## config.mk

```make
export PLATFORM = sky130hd
export DESIGN_NAME = hazard_ctrl
export DESIGN_NICKNAME = d
export VERILOG_FILES = /design/src/rtl/hazard_ctrl.sv
export SDC_FILE = /design/constraint.sdc
export NUM_CORES = 1
export LEC_CHECK = 0
export ABC_AREA = 1
export CAP_MARGIN = 0
export CORE_MARGIN = 3
export CORE_UTILIZATION = 49
export CTS_CLUSTER_DIAMETER = 100
export DETAILED_ROUTE_END_ITERATION = 8
export PLACE_DENSITY_LB_ADDON = 0.05
export SETUP_SLACK_MARGIN = 0.5
export SYNTH_ARGS = -nofsm -noshare
export SYNTH_HDL_FRONTEND = slang
export SYNTH_SLANG_ARGS = --single-unit
```

## constraint.sdc

```tcl
create_clock -name clk -period 2.95 [get_ports clk]
set_input_delay 0.885 -clock clk [delete_from_list [all_inputs] [get_ports clk]]
set_output_delay 0.885 -clock clk [all_outputs]
set_load 0.005 [all_outputs]
```

## src/rtl/hazard_ctrl.sv

```systemverilog
// ============================================================================
// Module   : hazard_ctrl
// Purpose  : 5-stage pipeline hazard/stall/flush control with MDU wait FSM
// Revision : 1.0
// ============================================================================
`default_nettype none

module hazard_ctrl #(
  parameter int unsigned MDU_CYCLES = 4
) (
  input  logic        clk,
  input  logic        reset,
  input  logic [4:0]  ID_rs,
  input  logic [4:0]  ID_rt,
  input  logic        ID_uses_rt,
  input  logic        ID_jump,
  input  logic        EX_mem_read,
  input  logic [4:0]  EX_rt,
  input  logic        EX_branch_taken,
  input  logic        EX_mdu_start,
  output logic        PC_wr_en,
  output logic        IF_ID_wr_en,
  output logic        IF_ID_flush,
  output logic        ID_EX_flush,
  output logic        EX_stall,
  output logic        busy,
  output logic [15:0] stall_count
);

  localparam logic [7:0]  c_MDU_LOAD = 8'(MDU_CYCLES - 1);
  localparam logic [15:0] c_SC_MAX   = 16'hFFFF;

  typedef enum logic [1:0] {
    RUN      = 2'd0,
    MDU_WAIT = 2'd1,
    MDU_DONE = 2'd2
  } state_t;

  state_t      r_state;
  state_t      w_state_nxt;
  logic [7:0]  r_cnt;
  logic [7:0]  w_cnt_nxt;
  logic [15:0] r_stall_count;
  logic        w_load_use;

  assign w_load_use = EX_mem_read && (EX_rt != 5'd0) &&
                      ((EX_rt == ID_rs) || (ID_uses_rt && (EX_rt == ID_rt)));

  always_ff @(posedge clk) begin
    if (reset) begin
      r_state       <= RUN;
      r_cnt         <= 8'd0;
      r_stall_count <= 16'd0;
    end else begin
      r_state <= w_state_nxt;
      r_cnt   <= w_cnt_nxt;
      if (!PC_wr_en && (r_stall_count != c_SC_MAX))
        r_stall_count <= r_stall_count + 16'd1;
    end
  end

  always_comb begin
    w_state_nxt = r_state;
    w_cnt_nxt   = r_cnt;
    PC_wr_en    = 1'b1;
    IF_ID_wr_en = 1'b1;
    IF_ID_flush = 1'b0;
    ID_EX_flush = 1'b0;
    EX_stall    = 1'b0;
    busy        = 1'b0;

    if (reset) begin
      w_state_nxt = RUN;
      w_cnt_nxt   = 8'd0;
      PC_wr_en    = 1'b0;
      IF_ID_wr_en = 1'b0;
      IF_ID_flush = 1'b1;
      ID_EX_flush = 1'b1;
    end else begin
      case (r_state)
        MDU_WAIT: begin
          PC_wr_en    = 1'b0;
          IF_ID_wr_en = 1'b0;
          EX_stall    = 1'b1;
          busy        = 1'b1;
          w_cnt_nxt   = r_cnt - 8'd1;
          if (r_cnt == 8'd1)
            w_state_nxt = MDU_DONE;
        end
        default: begin
          // MDU_DONE always hands back to RUN; the finished op leaves EX now
          if (r_state == MDU_DONE)
            w_state_nxt = RUN;
          if (EX_branch_taken) begin
            IF_ID_flush = 1'b1;
            ID_EX_flush = 1'b1;
          end else if (EX_mdu_start && (r_state == RUN)) begin
            PC_wr_en    = 1'b0;
            IF_ID_wr_en = 1'b0;
            EX_stall    = 1'b1;
            w_state_nxt = MDU_WAIT;
            w_cnt_nxt   = c_MDU_LOAD;
          end else if (w_load_use) begin
            PC_wr_en    = 1'b0;
            IF_ID_wr_en = 1'b0;
            ID_EX_flush = 1'b1;
          end else if (ID_jump) begin
            IF_ID_flush = 1'b1;
          end
        end
      endcase
    end
  end

  assign stall_count = r_stall_count;

endmodule

`default_nettype wire
```

==> impl_metrics.csv, run 1 <==
group,metric,value,unit
hold_path,hp-start,"r_cnt[3]",
final_layout,area_growth,43.1,%
setup_path,endpoint_kind,"output pin",
synthesis,yosysMostFrequentCell,"nand2_1",
floorplanning,dieArea,4430,um2
detailed_routing,totalWireLength,4260,um
setup_path,worstPathCellList,"buf_6 -> nor2_2 -> nor2_2 -> nor2_1 -> nand3_1 -> buf_6 -> a21oi_4 -> inv_1 -> o21ai_1 -> buf_2",
clock_network,ctsHtreeMaxLevel,1,
synthesis,synthFlopType,"dfxtp_1",
clock_network,clk_pin_slew,0.09,ns
final_layout,fin_area,2570,um2
detailed_routing,drc,0,
pwr,power_density,358,nW/um2
detailed_routing,drt_iter0_drc,96,
setup_path,crit_start,"ID_rt[2]",
detailed_routing,antenna_left,0,
synthesis,ys_seq_area_share,29.0,%
detailed_routing,vias,1902,
sta,setup_viol_count_final,0,
synthesis,synth_nets,297,
final_layout,drive_above_1_share,31.3,%
clock_network,numCtsBuffers,3,
global_routing,gr-total-overflow,0,
detailed_routing,wl_per_cell,11.2,um
synthesis,yosys_warnings,0,
final_layout,n_fill_cell,288,
sta,fin_skew,0.00302,ns
sta,finalSetupTns,0,ns
setup_path,cp_data_arrival_time,1.89,ns
place,routabilityCongestion,0.856,
floorplanning,initial_core_util,52.2,%
detailed_routing,first_pass_iters,4,
global_routing,grt_use_total,20.8,%
place,place_area,2390,um2
synthesis,synth.cell_area,1800,um2
setup_path,critPathRequiredTime,2.07,ns
synthesis,ys_async_sr_fraction,0,%
floorplanning,core,3440,um2
synthesis,synth_common_cells,"68 x nand2_1, 35 x inv_1, 29 x nand3_1, 29 x nor2_1, 26 x dfxtp_1",
place,dp_hpwl,3120,um
global_routing,grt_max_degree,18,
detailed_routing,vias_per_cell,4.99,
place,io_buffers,43,
final_layout,finalNonFillerCells,381,
setup_path,crit_buf_inv,4,
setup_path,crit_family,"buffers and inverters",
setup_path,crit_slowest_cell,"buf_6",
synthesis,synth_top_area_share,29.0,%
sta,rsz0062_at_grt,"true",
place,dp_cells,371,
final_layout,n_antenna_cell,0,
sta,period_share,94.1,%
synthesis,synth_seq_cells,26,
sta,final.min_clock_period,2.77,ns
synthesis,yosysTopAreaCell,"dfxtp_1",
synthesis,synth_cells,272,
clock_network,cts_root_buffer,"clkbuf_8",
pwr,leakagePower,0.00112,uW
final_layout,final_core_util,74.6,%
synthesis,ys_types,31,
floorplanning,die_h,66.5,um
final_layout,fin_nets,361,
setup_path,max_stage_delay,0.14,ns
floorplanning,die_x,66.5,um
setup_path,cp_max_fo,2,
global_routing,grt_pass1_vias,1775,
clock_network,cts_buffer_depth,2,
setup_path,r2r-start,"stall_count[0]",
global_routing,antenna_found_initial,0,
sta,tightestPinTransition,0.417,ns
setup_path,startpoint_type,"input port",
hold_path,hp-class,"reg -> reg",
setup_path,path_class,"in -> out",
clock_network,clock_sink_count,26,
floorplanning,boundaryPins,44,
sta,finalHoldViolations,0,
pwr,peakVddDrop,0.000206,V
sta,final-max-slew-violation-count,0,
clock_network,worstSkewPairLatency,0.27,ns
synthesis,synth_area_leaders,"dfxtp_1 29%, nand2_1 14%, nand3_1 8.1%, inv_1 7.3%, nor2_1 6.1%",
sta,worst_hold_slack,0.503,ns
floorplanning,rows,21,
sta,max_freq,0.360,GHz
clock_network,cts_tree,"built",
synthesis,synth_edf_count,0,
outcome,outcome,"complete, no violations",
global_routing,grt_pass1_wl,7370,um
synthesis,syn_area_per_cell,6.60,um2
sta,maxSlewHeadroom,71.9,%
flow_run,cap_violations,0,
## cell type report
class | instances | area, um2 | share of cell area [%]
tap | 46 | 57.6 | 2.24
sequential | 26 | 520 | 20.3
multi-input combinational | 196 | 1140 | 44.4
inverter | 44 | 195 | 7.60
clock buffer | 3 | 41.3 | 1.61
clock inverter | 1 | 30.0 | 1.17
timing repair buffer | 65 | 583 | 22.7
## worst paths after layout
check,to,depth (start not counted),slack [ns]
setup reg to reg,stall_count[6],8,1.11
setup / recovery,ID_EX_flush,10,0.18
hold / removal,r_cnt[3],2,0.50
hold reg to reg,r_cnt[3],2,0.50
## through the flow
stage | setup WS (ns) | power [uW]
final | 0.176 | 919
after floorplan | 0.359 | 521
after CTS | 0.177 | 913
after global placement | -0.703 | 609
after detailed placement | -0.706 | 614
after global routing | 0.121 | 975
## logic make-up (layout without fill, tap and decap cells)
kind of cell	count (synthesis)	count (layout)	synth area share, %
xor gates and xnor gates	14	14	6.83
and+or+nand+nor	147	147	38.5
AOI/OAI and AO/OA	32	32	11.7
buffers and inverters	50	113	11.9
DFF	26	26	29.0
adders and majority gates	3	3	2.09
## metal layers
layer / share of wire, % / vias up / track usage (%)
met5: 0 / - / 0
met4: 1.5 / 0 / 5.58
met3: 5.0 / 8 / 4.05
met2: 46 / 47 / 34.4
met1: 47 / 859 / 27.3
li1: - / 988 / -
## report_power, final
part | switching [uW] | internal [uW]
sequential | 15.6 | 369
clock | 113 | 182
combinational | 127 | 113
## worst register-to-register path: cells and delay by family, from the launching register on
kind / cells / cell delay (ns)
compound gates: 1 / 0.12
buf+inv: 1 / 0.07
fa+ha+maj: 1 / 0.30
simple gates: 5 / 0.89
flops: 1 / 0.41
## repair_timing
item,in CTS,in global routing
setup endpoints to repair,22,6
buffers inserted,5,1
hold buffers,0,0
endpoints found under the hold margin,0,0
gates resized for setup,121,25
pin swaps,35,18
## placed cells by master (no fill, tap or decap), drive strengths merged, types with 2 or more instances in the layout
cell type	netlist	layout
a21oi	23	23
buf	5	44
clkbuf	1	4
clkdlybuf4s50	0	17
dfxtp	26	26
dlygate4sd2	0	2
ha	3	3
inv	44	44
nand2	72	72
nand3	29	29
nand3b	2	2
nand4	2	2
nor2	34	34
nor3	7	7
o211ai	2	2
o21ai	4	4
xnor2	3	3
xor2	11	11
## sequential cells by signal, indices dropped and copies added, names as in the netlist
name	cells
r_cnt	8
r_state	2
stall_count	16
(Power assumes the default switching activity.)
==> inputs of run 2 (changes only) <==
- CORE_MARGIN: 3 -> 1.5
- PLACE_DENSITY: default -> 0.84
- PLACE_DENSITY_LB_ADDON: 0.05 -> default
==> run 2 against run 1 <==
Net effect:
- routed wire length grew 4.5%
- sequential power barely moved
- cell count fell by 1.6%
- flip-flop and latch count did not move
- critical path depth did not move
- clock skew about the same
- first-iteration DRC count increased by 14%
- sequential share of layout area up 0.31 points
- design area shrank 1.5%
- register-to-register slack barely moved
- clock-buffer cell count stayed put
- combinational power grew 3%
==> impl_metrics.csv, run 2 (synthesized netlist as in run 1, its figures left out) <==
group,metric,value,unit
setup_path,cp_data_arrival_time,1.82,ns
sta,tightestPinTransition,0.491,ns
sta,postLayoutSetupSlackWorst,0.250,ns
sta,fin_skew,0.00313,ns
final_layout,fin_nets,356,
clock_network,cts_tree,"built",
clock_network,numCtsBuffers,3,
clock_network,cts_root_buffer,"clkbuf_4",
floorplanning,rows,21,
sta,setup_viol_count_final,0,
floorplanning,die_x,63.5,um
detailed_routing,wl_met1,1830,um
global_routing,grt_use_total,23.2,%
place,dp_hpwl,3180,um
sta,final.min_clock_period,2.70,ns
flow_run,cap_violations,0,
detailed_routing,met3_length,239,um
place,place_area,2370,um2
sta,maxSlewHeadroom,67.0,%
place,io_buffers,43,
final_layout,fin_area,2530,um2
clock_network,cts_buffer_depth,2,
setup_path,cp_max_fo,3,
floorplanning,die_h,63.5,um
detailed_routing,first_pass_iters,4,
pwr,leakagePower,0.00108,uW
clock_network,clk_pin_slew,0.13,ns
global_routing,grt_pass1_vias,1709,
detailed_routing,met2_wirelength,2260,um
detailed_routing,antenna_left,0,
setup_path,endpoint_kind,"output pin",
final_layout,area_growth,40.9,%
floorplanning,initial_core_util,52.6,%
global_routing,gr-total-overflow,0,
detailed_routing,drt_iter0_drc,109,
clock_network,cts_hold_buf,0,
detailed_routing,vias_per_cell,5.09,
pwr,power_density,310,nW/um2
final_layout,largest_reg_flops,16,
detailed_routing,dr.max_layer_used,"met4",
global_routing,grt_pass1_wl,7500,um
clock_network,ctsHtreeMaxLevel,1,
sta,max_freq,0.370,GHz
final_layout,ff_latch_area,520,um2
sta,finalHoldViolations,0,
sta,period_share,91.5,%
floorplanning,core,3420,um2
detailed_routing,wl_per_cell,11.9,um
final_layout,layout_common_cells,"55 x nand2_1, 29 x inv_1, 26 x nand3_1, 26 x dfxtp_1, 23 x nor2_1",
floorplanning,boundaryPins,44,
sta,final-max-slew-violation-count,0,
clock_network,worstSkewPairLatency,0.33,ns
place,routabilityCongestion,0.846,
setup_path,path_class,"in -> out",
final_layout,multiInputGateArea,1170,um2
outcome,outcome,"complete, no violations",
pwr,peakVddDrop,0.000203,V
hold_path,hp-class,"reg -> reg",
final_layout,n_fill_cell,253,
final_layout,mostFrequentLayoutCell,"nand2_1",
final_layout,finalNonFillerCells,375,
place,dp_cells,369,
global_routing,antenna_found_initial,0,
setup_path,critPathRequiredTime,2.07,ns
final_layout,n_antenna_cell,0,
clock_network,clock_sink_count,26,
global_routing,grt_max_degree,18,
sta,rsz0062_at_grt,"true",
detailed_routing,drc,0,
floorplanning,dieArea,4040,um2
final_layout,drive_above_1_share,31.6,%
place,pre_cts_ws,-0.702,ns
detailed_routing,vias,1910,
setup_path,startpoint_type,"input port",
detailed_routing,totalWireLength,4460,um
final_layout,final_core_util,74.1,%
==> run 2: cell types whose count changed in the layout (fill, tap and decap cells not counted), sizes merged <==
| cell | previous run | this run |
|---|---|---|
| clkdlybuf4s15 | 1 | 4 |
| clkbuf | 4 | 3 |
| dlymetal6s2s | 0 | 1 |
| dlygate4sd2 | 2 | 0 |
| bufinv | 1 | 0 |
| buf | 44 | 38 |
==> run 2: report_power, final <==
group	internal, uW	switching, uW	total, uW
logic	114	132	246
clock network	48.1	106	154
registers	370	15.6	385
==> run 2: path summary, 6_finish.rpt <==
path,to,startpoint,cells past startpoint,slack (ns)
setup / recovery,ID_EX_flush,EX_rt[1],10,0.25
hold / removal,r_cnt[3],r_cnt[3],2,0.51
setup reg to reg,stall_count[1],stall_count[0],8,1.10
hold reg to reg,r_cnt[3],r_cnt[3],2,0.51
==> run 2: critical path, cell delays in order <==
cell	delay [ns]
buf_8	0.09
inv_8	0.03
nand2_2	0.05
nand2_1	0.04
nor2_1	0.12
nand3_1	0.13
a21oi_2	0.18
inv_1	0.05
o21ai_1	0.11
buf_2	0.12
==> run 2: area by class of cell <==
cell class / instances / share of cell area, %
repair buffers: 60 / 22.3
inverters: 44 / 7.72
multi-input cells: 196 / 46.2
well taps: 46 / 2.27
clock buffers: 3 / 0.890
flip-flops and latches: 26 / 20.6
==> run 2: repair_timing <==
action | in CTS | in global routing
pin swaps | 34 | 24
gates resized for setup | 112 | 41
setup buffers | 3 | 0
setup endpoints to repair | 15 | 5
==> run 2: layer usage <==
metal	track usage (%)	up-vias
met5	0	-
met4	11.7	0
met3	3.04	9
met2	40.1	60
met1	27.9	864
li1	-	977
==> run 2: per-stage QoR <==
| stage | setup TNS, ns | total power (uW) | hold WS (ns) |
|---|---|---|---|
| after floorplan | 0 | 521 | 0.459 |
| after global placement | -2.72 | 605 | 0.478 |
| after detailed placement | -2.89 | 612 | 0.493 |
| after CTS | 0 | 767 | 0.512 |
| after global routing | 0 | 836 | 0.531 |
| final | 0 | 785 | 0.510 |
